File: config.mk
export PLATFORM = sky130hd
export DESIGN_NAME = hazard_ctrl_flat
export DESIGN_NICKNAME = d
export VERILOG_FILES = /design/src/rtl/hazard_ctrl_if.sv /design/src/rtl/hazard_ctrl.sv /design/src/flat_wrapper.sv
export SDC_FILE = /design/constraint.sdc
export NUM_CORES = 1
export LEC_CHECK = 0
export ABC_AREA = 1
export CAP_MARGIN = 0
export CORE_UTILIZATION = 45
export CTS_CLUSTER_DIAMETER = 150
export DETAILED_ROUTE_END_ITERATION = 16
export GPL_TIMING_DRIVEN = 0
export PLACE_DENSITY = 0.82
export SYNTH_ARGS = -nofsm -noshare
export SYNTH_HDL_FRONTEND = slang
export SYNTH_SLANG_ARGS = --single-unit
File: constraint.sdc
create_clock -name clk -period 2.4 [get_ports clk]
set_input_delay 0.36 -clock clk [delete_from_list [all_inputs] [get_ports clk]]
set_output_delay 0.36 -clock clk [all_outputs]
set_load 0.01 [all_outputs]
File: src/rtl/hazard_ctrl_if.sv
// hazard_ctrl_if: D-stage instruction fields in, pipeline control out.
//   master: side that presents the D instruction and consumes stall/forwarding
//   slave : the hazard unit itself
//   D_op/D_fuc/D_rs/D_rt/D_rd : decoded fields of the instruction in D
//   stall                     : freeze PC and F/D, bubble into D/E
//   D_FWD_rs/D_FWD_rt         : D source select (0 GRF, 1 M, 2 E)
//   E_FWD_A1/E_FWD_A2         : E source select (0 pipe reg, 1 M, 2 W)
//   M_FWD_WD                  : M store data select (0 pipe reg, 1 W)
interface hazard_ctrl_if;
    logic [5:0] D_op;
    logic [5:0] D_fuc;
    logic [4:0] D_rs;
    logic [4:0] D_rt;
    logic [4:0] D_rd;
    logic       stall;
    logic [1:0] D_FWD_rs;
    logic [1:0] D_FWD_rt;
    logic [1:0] E_FWD_A1;
    logic [1:0] E_FWD_A2;
    logic       M_FWD_WD;

    modport master (
        output D_op, D_fuc, D_rs, D_rt, D_rd,
        input  stall, D_FWD_rs, D_FWD_rt, E_FWD_A1, E_FWD_A2, M_FWD_WD
    );

    modport slave (
        input  D_op, D_fuc, D_rs, D_rt, D_rd,
        output stall, D_FWD_rs, D_FWD_rt, E_FWD_A1, E_FWD_A2, M_FWD_WD
    );
endinterface

File: src/rtl/hazard_ctrl.sv
// hazard_ctrl: stall and forwarding control for the 5-stage MIPS pipeline.
// Decodes the D instruction into Tuse/A3/Tnew, tracks in-flight writers in
// E/M/W and derives stall plus forwarding selects.
//   clk   : system clock
//   reset : synchronous, active-high
//   hz    : hazard_ctrl_if.slave (D fields in, stall/forward selects out)
module hazard_ctrl #(
    parameter logic [4:0] REG_ZERO = 5'd0,
    parameter logic [4:0] RA_REG   = 5'd31
) (
    input  logic          clk,
    input  logic          reset,
    hazard_ctrl_if.slave  hz
);
    localparam logic [5:0] OP_RTYPE = 6'b000000;
    localparam logic [5:0] OP_ORI   = 6'b001101;
    localparam logic [5:0] OP_LUI   = 6'b001111;
    localparam logic [5:0] OP_ADDEI = 6'b110011;
    localparam logic [5:0] OP_LW    = 6'b100011;
    localparam logic [5:0] OP_SW    = 6'b101011;
    localparam logic [5:0] OP_BEQ   = 6'b000100;
    localparam logic [5:0] OP_JAL   = 6'b000011;
    localparam logic [5:0] F_ADD    = 6'b100000;
    localparam logic [5:0] F_SUB    = 6'b100010;
    localparam logic [5:0] F_JR     = 6'b001000;

    // D decode; an unused source gets Tuse=3, which no Tnew can exceed
    logic [1:0] tuse_rs, tuse_rt, d_tnew;
    logic [4:0] d_a3;

    always_comb begin
        tuse_rs = 2'd3;
        tuse_rt = 2'd3;
        d_a3    = REG_ZERO;
        d_tnew  = 2'd0;
        case (hz.D_op)
            OP_RTYPE: begin
                case (hz.D_fuc)
                    F_ADD, F_SUB: begin
                        tuse_rs = 2'd1;
                        tuse_rt = 2'd1;
                        d_a3    = hz.D_rd;
                        d_tnew  = 2'd1;
                    end
                    F_JR:    tuse_rs = 2'd0;
                    default: ;
                endcase
            end
            OP_ORI, OP_LUI, OP_ADDEI: begin
                tuse_rs = 2'd1;
                d_a3    = hz.D_rt;
                d_tnew  = 2'd1;
            end
            OP_LW: begin
                tuse_rs = 2'd1;
                d_a3    = hz.D_rt;
                d_tnew  = 2'd2;
            end
            OP_SW: begin
                tuse_rs = 2'd1;
                tuse_rt = 2'd2;
            end
            OP_BEQ: begin
                tuse_rs = 2'd0;
                tuse_rt = 2'd0;
            end
            OP_JAL: begin
                d_a3   = RA_REG;
                d_tnew = 2'd0;
            end
            default: ;
        endcase
    end

    // in-flight writer scoreboard
    logic [4:0] e_rs, e_rt, e_a3, m_rt, m_a3, w_a3;
    logic [1:0] e_tnew, m_tnew;

    function automatic logic hit(input logic [4:0] a3, input logic [4:0] r);
        return (r != REG_ZERO) && (a3 == r);
    endfunction

    logic e_hit_rs, e_hit_rt, m_hit_rs, m_hit_rt, stall_w;

    assign e_hit_rs = hit(e_a3, hz.D_rs);
    assign e_hit_rt = hit(e_a3, hz.D_rt);
    assign m_hit_rs = hit(m_a3, hz.D_rs);
    assign m_hit_rt = hit(m_a3, hz.D_rt);

    assign stall_w = (e_hit_rs && (tuse_rs < e_tnew)) ||
                     (m_hit_rs && (tuse_rs < m_tnew)) ||
                     (e_hit_rt && (tuse_rt < e_tnew)) ||
                     (m_hit_rt && (tuse_rt < m_tnew));

    always_ff @(posedge clk) begin
        if (reset) begin
            e_rs   <= '0;
            e_rt   <= '0;
            e_a3   <= '0;
            e_tnew <= '0;
            m_rt   <= '0;
            m_a3   <= '0;
            m_tnew <= '0;
            w_a3   <= '0;
        end else begin
            if (stall_w) begin
                e_rs   <= '0;
                e_rt   <= '0;
                e_a3   <= '0;
                e_tnew <= '0;
            end else begin
                e_rs   <= hz.D_rs;
                e_rt   <= hz.D_rt;
                e_a3   <= d_a3;
                e_tnew <= d_tnew;
            end
            // M and W keep draining while D is frozen
            m_rt   <= e_rt;
            m_a3   <= e_a3;
            m_tnew <= (e_tnew == 2'd0) ? 2'd0 : e_tnew - 2'd1;
            w_a3   <= m_a3;
        end
    end

    // D forwarding: nearest writer wins; a writer not yet ready selects GRF
    // because the stall logic guarantees the value arrives before it is used
    function automatic logic [1:0] d_fwd(input logic eh, input logic mh);
        if (eh)      return (e_tnew == 2'd0) ? 2'd2 : 2'd0;
        else if (mh) return (m_tnew == 2'd0) ? 2'd1 : 2'd0;
        else         return 2'd0;
    endfunction

    function automatic logic [1:0] e_fwd(input logic [4:0] r);
        if (hit(m_a3, r) && (m_tnew == 2'd0)) return 2'd1;
        else if (hit(w_a3, r))               return 2'd2;
        else                                  return 2'd0;
    endfunction

    assign hz.stall    = stall_w;
    assign hz.D_FWD_rs = d_fwd(e_hit_rs, m_hit_rs);
    assign hz.D_FWD_rt = d_fwd(e_hit_rt, m_hit_rt);
    assign hz.E_FWD_A1 = e_fwd(e_rs);
    assign hz.E_FWD_A2 = e_fwd(e_rt);
    assign hz.M_FWD_WD = hit(w_a3, m_rt);
endmodule

File: src/flat_wrapper.sv
// flat-port wrapper written by rule: the top's interface ports become plain ports
module hazard_ctrl_flat 
#(
    parameter logic [4:0] REG_ZERO = 5'd0,
    parameter logic [4:0] RA_REG   = 5'd31
)
  (clk, reset, hz_D_op, hz_D_fuc, hz_D_rs, hz_D_rt, hz_D_rd, hz_stall, hz_D_FWD_rs, hz_D_FWD_rt, hz_E_FWD_A1, hz_E_FWD_A2, hz_M_FWD_WD);
  hazard_ctrl_if hz_i ();
  input  logic clk;
  input  logic reset;
  input wire logic [$bits(hz_i.D_op)-1:0] hz_D_op;
  input wire logic [$bits(hz_i.D_fuc)-1:0] hz_D_fuc;
  input wire logic [$bits(hz_i.D_rs)-1:0] hz_D_rs;
  input wire logic [$bits(hz_i.D_rt)-1:0] hz_D_rt;
  input wire logic [$bits(hz_i.D_rd)-1:0] hz_D_rd;
  output wire logic [$bits(hz_i.stall)-1:0] hz_stall;
  output wire logic [$bits(hz_i.D_FWD_rs)-1:0] hz_D_FWD_rs;
  output wire logic [$bits(hz_i.D_FWD_rt)-1:0] hz_D_FWD_rt;
  output wire logic [$bits(hz_i.E_FWD_A1)-1:0] hz_E_FWD_A1;
  output wire logic [$bits(hz_i.E_FWD_A2)-1:0] hz_E_FWD_A2;
  output wire logic [$bits(hz_i.M_FWD_WD)-1:0] hz_M_FWD_WD;
  assign hz_i.D_op = hz_D_op;
  assign hz_i.D_fuc = hz_D_fuc;
  assign hz_i.D_rs = hz_D_rs;
  assign hz_i.D_rt = hz_D_rt;
  assign hz_i.D_rd = hz_D_rd;
  assign hz_stall = hz_i.stall;
  assign hz_D_FWD_rs = hz_i.D_FWD_rs;
  assign hz_D_FWD_rt = hz_i.D_FWD_rt;
  assign hz_E_FWD_A1 = hz_i.E_FWD_A1;
  assign hz_E_FWD_A2 = hz_i.E_FWD_A2;
  assign hz_M_FWD_WD = hz_i.M_FWD_WD;
  hazard_ctrl #(.REG_ZERO(REG_ZERO), .RA_REG(RA_REG)) u_core (.clk(clk), .reset(reset), .hz(hz_i));
endmodule
==> results of run 1 <==
==> layout by cell type, fill, tap and decap left out, types with 10 or more instances in the layout <==
cell type / instances
nand2_1: 71
buf_4: 20
nand3_1: 14
dfxtp_1: 33
xnor2_1: 19
clkdlybuf4s50_1: 15
inv_1: 39
inv_2: 10
nor2_1: 59
==> timing repair <==
item | CTS | global route
resized for setup | 31 | 38
hold buffers | 0 | 0
buffers inserted | 16 | 4
pin swaps | 17 | 15
endpoints found under the setup margin | 21 | 6
==> power by group <==
| part | internal (mW) | total [mW] | switching [mW] |
|---|---|---|---|
| logic | 0.115 | 0.230 | 0.115 |
| registers | 0.581 | 0.599 | 0.0181 |
| clock network | 0.231 | 0.437 | 0.206 |
==> final timing paths <==
check                                   end                 startpoint
setup / recovery             hz_D_FWD_rs[1]                 hz_D_rs[0]
hold / removal    u_core.m_a3[4]$_SDFF_PP0_                      reset
setup reg to reg  u_core.e_rs[3]$_SDFF_PP0_  u_core.m_a3[1]$_SDFF_PP0_
hold reg to reg   u_core.m_a3[2]$_SDFF_PP0_  u_core.e_a3[2]$_SDFF_PP0_
==> routing by layer <==
layer / global-route usage (%) / part of all wire [%] / vias up
li1: - / - / 1088
met1: 24.6 / 39 / 980
met2: 41.4 / 55 / 56
met3: 4.94 / 4.4 / 9
met4: 7.26 / 1.0 / 0
met5: 0 / 0 / -
==> per-stage QoR <==
step	hold WS (ns)	TNS (ns)	power, mW	cell area (sq um)	util [%]
floorplan	0.439	0	0.725	2040	-
detailed placement	0.472	-7.80	0.822	2480	57.0
global placement	0.456	-6.46	0.816	2480	57.0
finish	0.285	0	1.27	2800	64.3
global route	0.290	-0.0459	1.32	2800	64.3
CTS	0.288	0	1.25	2710	62.2
==> flip-flops by register name, summed over array words and instances, names as in the netlist <==
register and flops:
u_core.e_rs 5, u_core.e_tnew 2, u_core.w_a3 5, u_core.e_rt 5
u_core.e_a3 5, u_core.m_a3 5, u_core.m_rt 5, u_core.m_tnew 2
==> cell families after synthesis <==
logic type               Yosys count  synth area share (%)
AO/OA/AOI/OAI                     19                  6.06
XOR/XNOR                          27                  11.6
adder cells (fa/ha/maj)            5                  3.06
buffers and inverters             52                  10.4
flip-flops                        34                  33.3
AND/OR/NAND/NOR                  174                  35.6
==> critical path: stages <==
cell and delay (ns):
clkdlybuf4s50_1 0.54, xnor2_1 0.13, nand2_1 0.07, nor2_1 0.12, nand2_2 0.11, nor2_1 0.09
clkdlybuf4s50_1 0.53
==> final cells by class <==
class / instances / share of cell area, %
Multi-Input combinational cell: 225 / 44.1
Sequential cell: 34 / 24.4
Timing Repair Buffer: 57 / 18.3
Inverter: 49 / 6.57
Clock buffer: 7 / 3.08
Tap cell: 52 / 2.32
Buffer: 3 / 1.03
Clock inverter: 1 / 0.179
==> results by group, run 1 <==
Cells and area
  • Post-route insts no fill: 428
  • # diodes: 0
  • Layout area overhead: 37.0%
  • Final Net Count: 409
  • Sequential standard cell area: 682 sq um
  • Share of post-route cells with drive strength above 1: 19.7%
  • Multi-input gate area: 1240 sq um
  • Fill cells: 345

Placed design
  • Port bufs: 37
  • Pre-CTS setup slack: -0.857 ns
  • GP Congestion: 0.878
  • Placed cells: 400
  • Post-DP HPWL: 3620 um

GRT
  • Number of global-route vias before repair: 2061
  • First-pass GRT wire length: 8630 um
  • Grt ovf: 0
  • All-Layer GR Usage: 22.2%
  • Initial antenna violation count: 0
  • Largest net degree at the start of global routing: 11

Drt
  • DRT Pass-1 Iters: 5
  • ANT nets after route: 0
  • Routed wire length: 5390 um
  • Wire per inst: 12.6 um
  • 1st-iter DRT viols: 110
  • Residual DRC: 0
  • Via count: 2133
  • Vias per inst: 4.98

Synth
  • Synth cell types: 31
  • Post-synth top cells: nand2_1 (78), nor2_1 (65), inv_1 (45), dfxtp_1 (34), xnor2_1 (19)
  • Number of synthesized flops with an enable pin: 0
  • Synthesized cell area: 2040 sq um
  • Synth async-reset ratio: 0%
  • Yosys top cell area share: 33.3%
  • Dominant synthesized flop cell: dfxtp_1
  • Syn Area/Cell: 6.57 sq um
  • Yosys warns: 0
  • Most common cell in the synthesized netlist: nand2_1
  • Post-synthesis cell count: 311
  • Syn nets: 345
  • Sequential area share after synthesis: 33.3%
  • Leading area contributor after synthesis: dfxtp_1
  • #FFs+latches synth: 34
  • Synth top area cells: dfxtp_1 (33%), nand2_1 (14%), nor2_1 (12%)

Worst setup path
  • CP Launch Type: primary input
  • Highest net fanout along the worst path: 3
  • Crit path capture type: output port
  • Req. time, crit path: 2.04 ns
  • Flop-to-flop setup slack: 0.55 ns
  • Reg2reg path depth: 12
  • Crit path kind: primary input to output port
  • Crit path DAT: 1.95 ns

Pwr
  • P_leak: 1.42 nW
  • Worst ir drop on vdd: 0.340 mV
  • Pwr dens: 452 nW/um^2

Worst hold path
  • Hold Path Cell Cnt: 2
  • Hold Path Class: primary input to flip-flop

Floorplanning
  • Initial Utilization: 47.0%
  • Die Span Y: 69.4 um
  • # IOs: 39
  • Row count: 24
  • Die area: 4820 sq um
  • Die width: 69.4 um
  • Core Box Area: 4350 sq um

Clock network
  • Clk sinks: 34
  • Inserted Clock Buffers: 5
  • CTS tree: built
  • Worst-skew pair later-pin latency: 0.29 ns
  • H-tree level count: 2
  • Root Buffer: clkbuf_8
  • Clock Path Buffers: 2
  • Clock-pin slew on the worst setup and hold paths: 0.07 ns

STA
  • Worst Tran Pin Value: 0.517 ns
  • Count of final setup violators: 0
  • FMAX: 433 MHz
  • Min Tclk post-route: 2.31 ns
  • Post-Route Skew: 0.00394 ns
  • Fin crit share: 96.2%
  • Hold Vio Cnt, Final: 0
  • Worst slew margin: 65.5%
  • Slew Limit Fails: 0
  • Setup slack after layout: 0.0908 ns

Flow run
  • Max-cap violations: 0

Outcome
  • Outcome: finished clean
(Power assumes the default switching activity.)
==> run 2, diff against run 1 <==
- CAP_MARGIN: 0 -> 5
- HOLD_SLACK_MARGIN: unset -> 0.03
==> results of run 2 <==
Final layout, timing and power as in run 1 (identical DEF).
==> run 3, diff against run 2 <==
- CORE_UTILIZATION: 45 -> 52
- PLACE_DENSITY: 0.82 -> 0.91
==> results by group, run 3 (synthesized netlist as in run 1, its figures left out) <==
Cells and area
  • Most frequent cells in the layout: nand2_1 (73), nor2_1 (59), inv_1 (37)
  • Share of post-route cells with drive strength above 1: 18.7%
  • Multi-input gate area: 1260 sq um
  • Final Net Count: 407
  • Fill cells: 249
  • Sequential standard cell area: 682 sq um
  • Layout Cell Area excl Fill: 2830 sq um
  • # diodes: 0
  • Layout area overhead: 38.4%
  • Commonest non-fill, non-tap cell in the layout: nand2_1

Placed design
  • Port bufs: 37
  • Placed inst area: 2470 sq um
  • Pre-CTS setup slack: -0.865 ns
  • Post-DP HPWL: 3750 um
  • GP Congestion: 0.869

STA
  • Setup slack after layout: -0.0719 ns
  • Min Tclk post-route: 2.47 ns
  • Setup tns final: -0.0719 ns
  • Worst Tran Pin Value: 0.500 ns
  • Fin crit share: 103%
  • Worst slew margin: 66.7%
  • FMAX: 405 MHz
  • RSZ-0062 raised after global routing: yes
  • Post-Route Skew: 0.0118 ns
  • Hold Vio Cnt, Final: 0
  • Slew Limit Fails: 0
  • Count of final setup violators: 1
  • Min Hold Slack: 0.286 ns

Clock network
  • Inserted Clock Buffers: 5
  • Clock Path Buffers: 2
  • Clock-pin slew on the worst setup and hold paths: 0.08 ns
  • Clk sinks: 34
  • CTS tree: built
  • Worst-skew pair later-pin latency: 0.29 ns
  • H-tree level count: 2
  • Root Buffer: clkbuf_8

Worst setup path
  • Critical path launch point: hz_D_op[4]
  • Slowest stage cell, crit path: dlygate4sd2_1
  • WP depth: 12
  • CP Capture Point: hz_stall
  • CP top delay family: buffers and inverters
  • CP bufs+invs: 3
  • R2r startpoint: u_core.m_a3[1]$_SDFF_PP0_
  • Req. time, crit path: 2.04 ns
  • Highest net fanout along the worst path: 3
  • R2R Path End: u_core.e_a3[4]$_SDFF_PP0_
  • Cell Chain, Critical Path: dlygate4sd2_1 > nor2_4 > buf_4 > nand3_1 > nand2_2 > o21ai_4 > ha_4 > a21boi_2 > nor2_2 > nor2_2 > nand3_1 > buf_2
  • CP max stage delay: 0.29 ns
  • CP Launch Type: primary input
  • Reg2reg path depth: 14
  • Crit path capture type: output port
  • Flop-to-flop setup slack: 0.24 ns
  • Crit path kind: primary input to output port
  • Crit path DAT: 2.11 ns

Flow run
  • Max-cap violations: 0

Floorplanning
  • Die area: 4190 sq um
  • Initial Utilization: 55.0%
  • # IOs: 39
  • Core Box Area: 3720 sq um
  • Die width: 64.7 um
  • Row count: 22
  • Die Span Y: 64.7 um

Pwr
  • Sw Ratio: 26.5%
  • Clock network fraction of design power: 38.3%
  • Pwr dens: 482 nW/um^2
  • P_sw: 0.362 mW
  • Worst ir drop on vdd: 0.462 mV
  • Sequential share of power: 43.9%
  • Internal: 1.00 mW
  • Power share of the combinational group: 17.8%
  • P_leak: 1.43 nW

Drt
  • DRT Pass-1 Iters: 6
  • Vias per inst: 5.43
  • ANT nets after route: 0
  • Wire per inst: 15.2 um
  • 1st-iter DRT viols: 141
  • Via count: 2293
  • Residual DRC: 0
  • Routed wire length: 6400 um

Worst hold path
  • Hold Path Class: primary input to flip-flop
  • Hold Path Cell Cnt: 2

GRT
  • Initial antenna violation count: 0
  • Largest net degree at the start of global routing: 12
  • First-pass GRT wire length: 9670 um
  • Number of global-route vias before repair: 2243
  • All-Layer GR Usage: 30.0%
  • Grt ovf: 0

Outcome
  • Failing checks: setup timing
  • Outcome: complete, but fails checks
==> run 3: power groups by stage <==
| stage | logic, mW | registers [mW] | clock network, mW |
|---|---|---|---|
| 2_1_floorplan | 0.119 | 0.606 | 0 |
| 6_report | 0.243 | 0.599 | 0.523 |
| 4_1_cts | 0.222 | 0.598 | 0.513 |
| 3_3_place_gp | 0.205 | 0.610 | 0 |
| 3_5_place_dp | 0.212 | 0.611 | 0 |
| 5_1_grt | 0.264 | 0.601 | 0.547 |
==> run 3: worst min path at each step <==
stage                                            from                           to  slack (ns)
after global routing                            reset    u_core.m_rt[4]$_SDFF_PP0_        0.28
after detailed placement    u_core.e_a3[2]$_SDFF_PP0_    u_core.m_a3[2]$_SDFF_PP0_        0.46
after global placement      u_core.e_a3[2]$_SDFF_PP0_    u_core.m_a3[2]$_SDFF_PP0_        0.45
after floorplan           u_core.e_tnew[0]$_SDFF_PP0_  u_core.m_tnew[0]$_SDFF_PP0_        0.44
final                                           reset  u_core.m_tnew[0]$_SDFF_PP0_        0.29
after CTS                                       reset    u_core.m_rt[0]$_SDFF_PP0_        0.29
==> run 3: worst register-to-register path, delay by kind of cell, from the launching register on <==
kind / cells / cell delay (ns)
AND/OR/NAND/NOR: 9 / 0.94
buffers and inverters: 5 / 0.79
flip-flops: 1 / 0.34
==> run 3: what timing repair did <==
action,4_1_cts,5_1_grt
gates resized for setup,36,24
hold buffers,0,0
setup buffers,13,4
setup endpoints to repair,14,23
gates cloned,1,0
pin swaps,12,14
==> run 3: area by class of cell <==
class / count / area share (%)
plain buffers: 3 / 1.02
clock buffers: 5 / 2.43
clock inverters: 3 / 1.41
inverters: 49 / 6.50
multi-input cells: 225 / 44.6
flip-flops and latches: 34 / 24.1
well taps: 48 / 2.12
repair buffers: 55 / 17.8
==> run 3: metrics by stage <==
| step | utilization (%) | instances | total power, mW |
|---|---|---|---|
| floorplan | - | 311 | 0.725 |
| global placement | 66.6 | 396 | 0.815 |
| detailed placement | 66.6 | 396 | 0.823 |
| CTS | 73.1 | 418 | 1.33 |
| global route | 76.2 | 422 | 1.41 |
| finish | 76.2 | 422 | 1.37 |
==> run 3: routing by layer <==
metal / wire length [um] / vias to the layer above / global-route usage (%)
met5: 0 / - / 0
met4: 325 / 0 / 16.9
met3: 508 / 38 / 5.63
met2: 3290 / 137 / 54.8
met1: 2280 / 1030 / 31.8
li1: - / 1088 / -
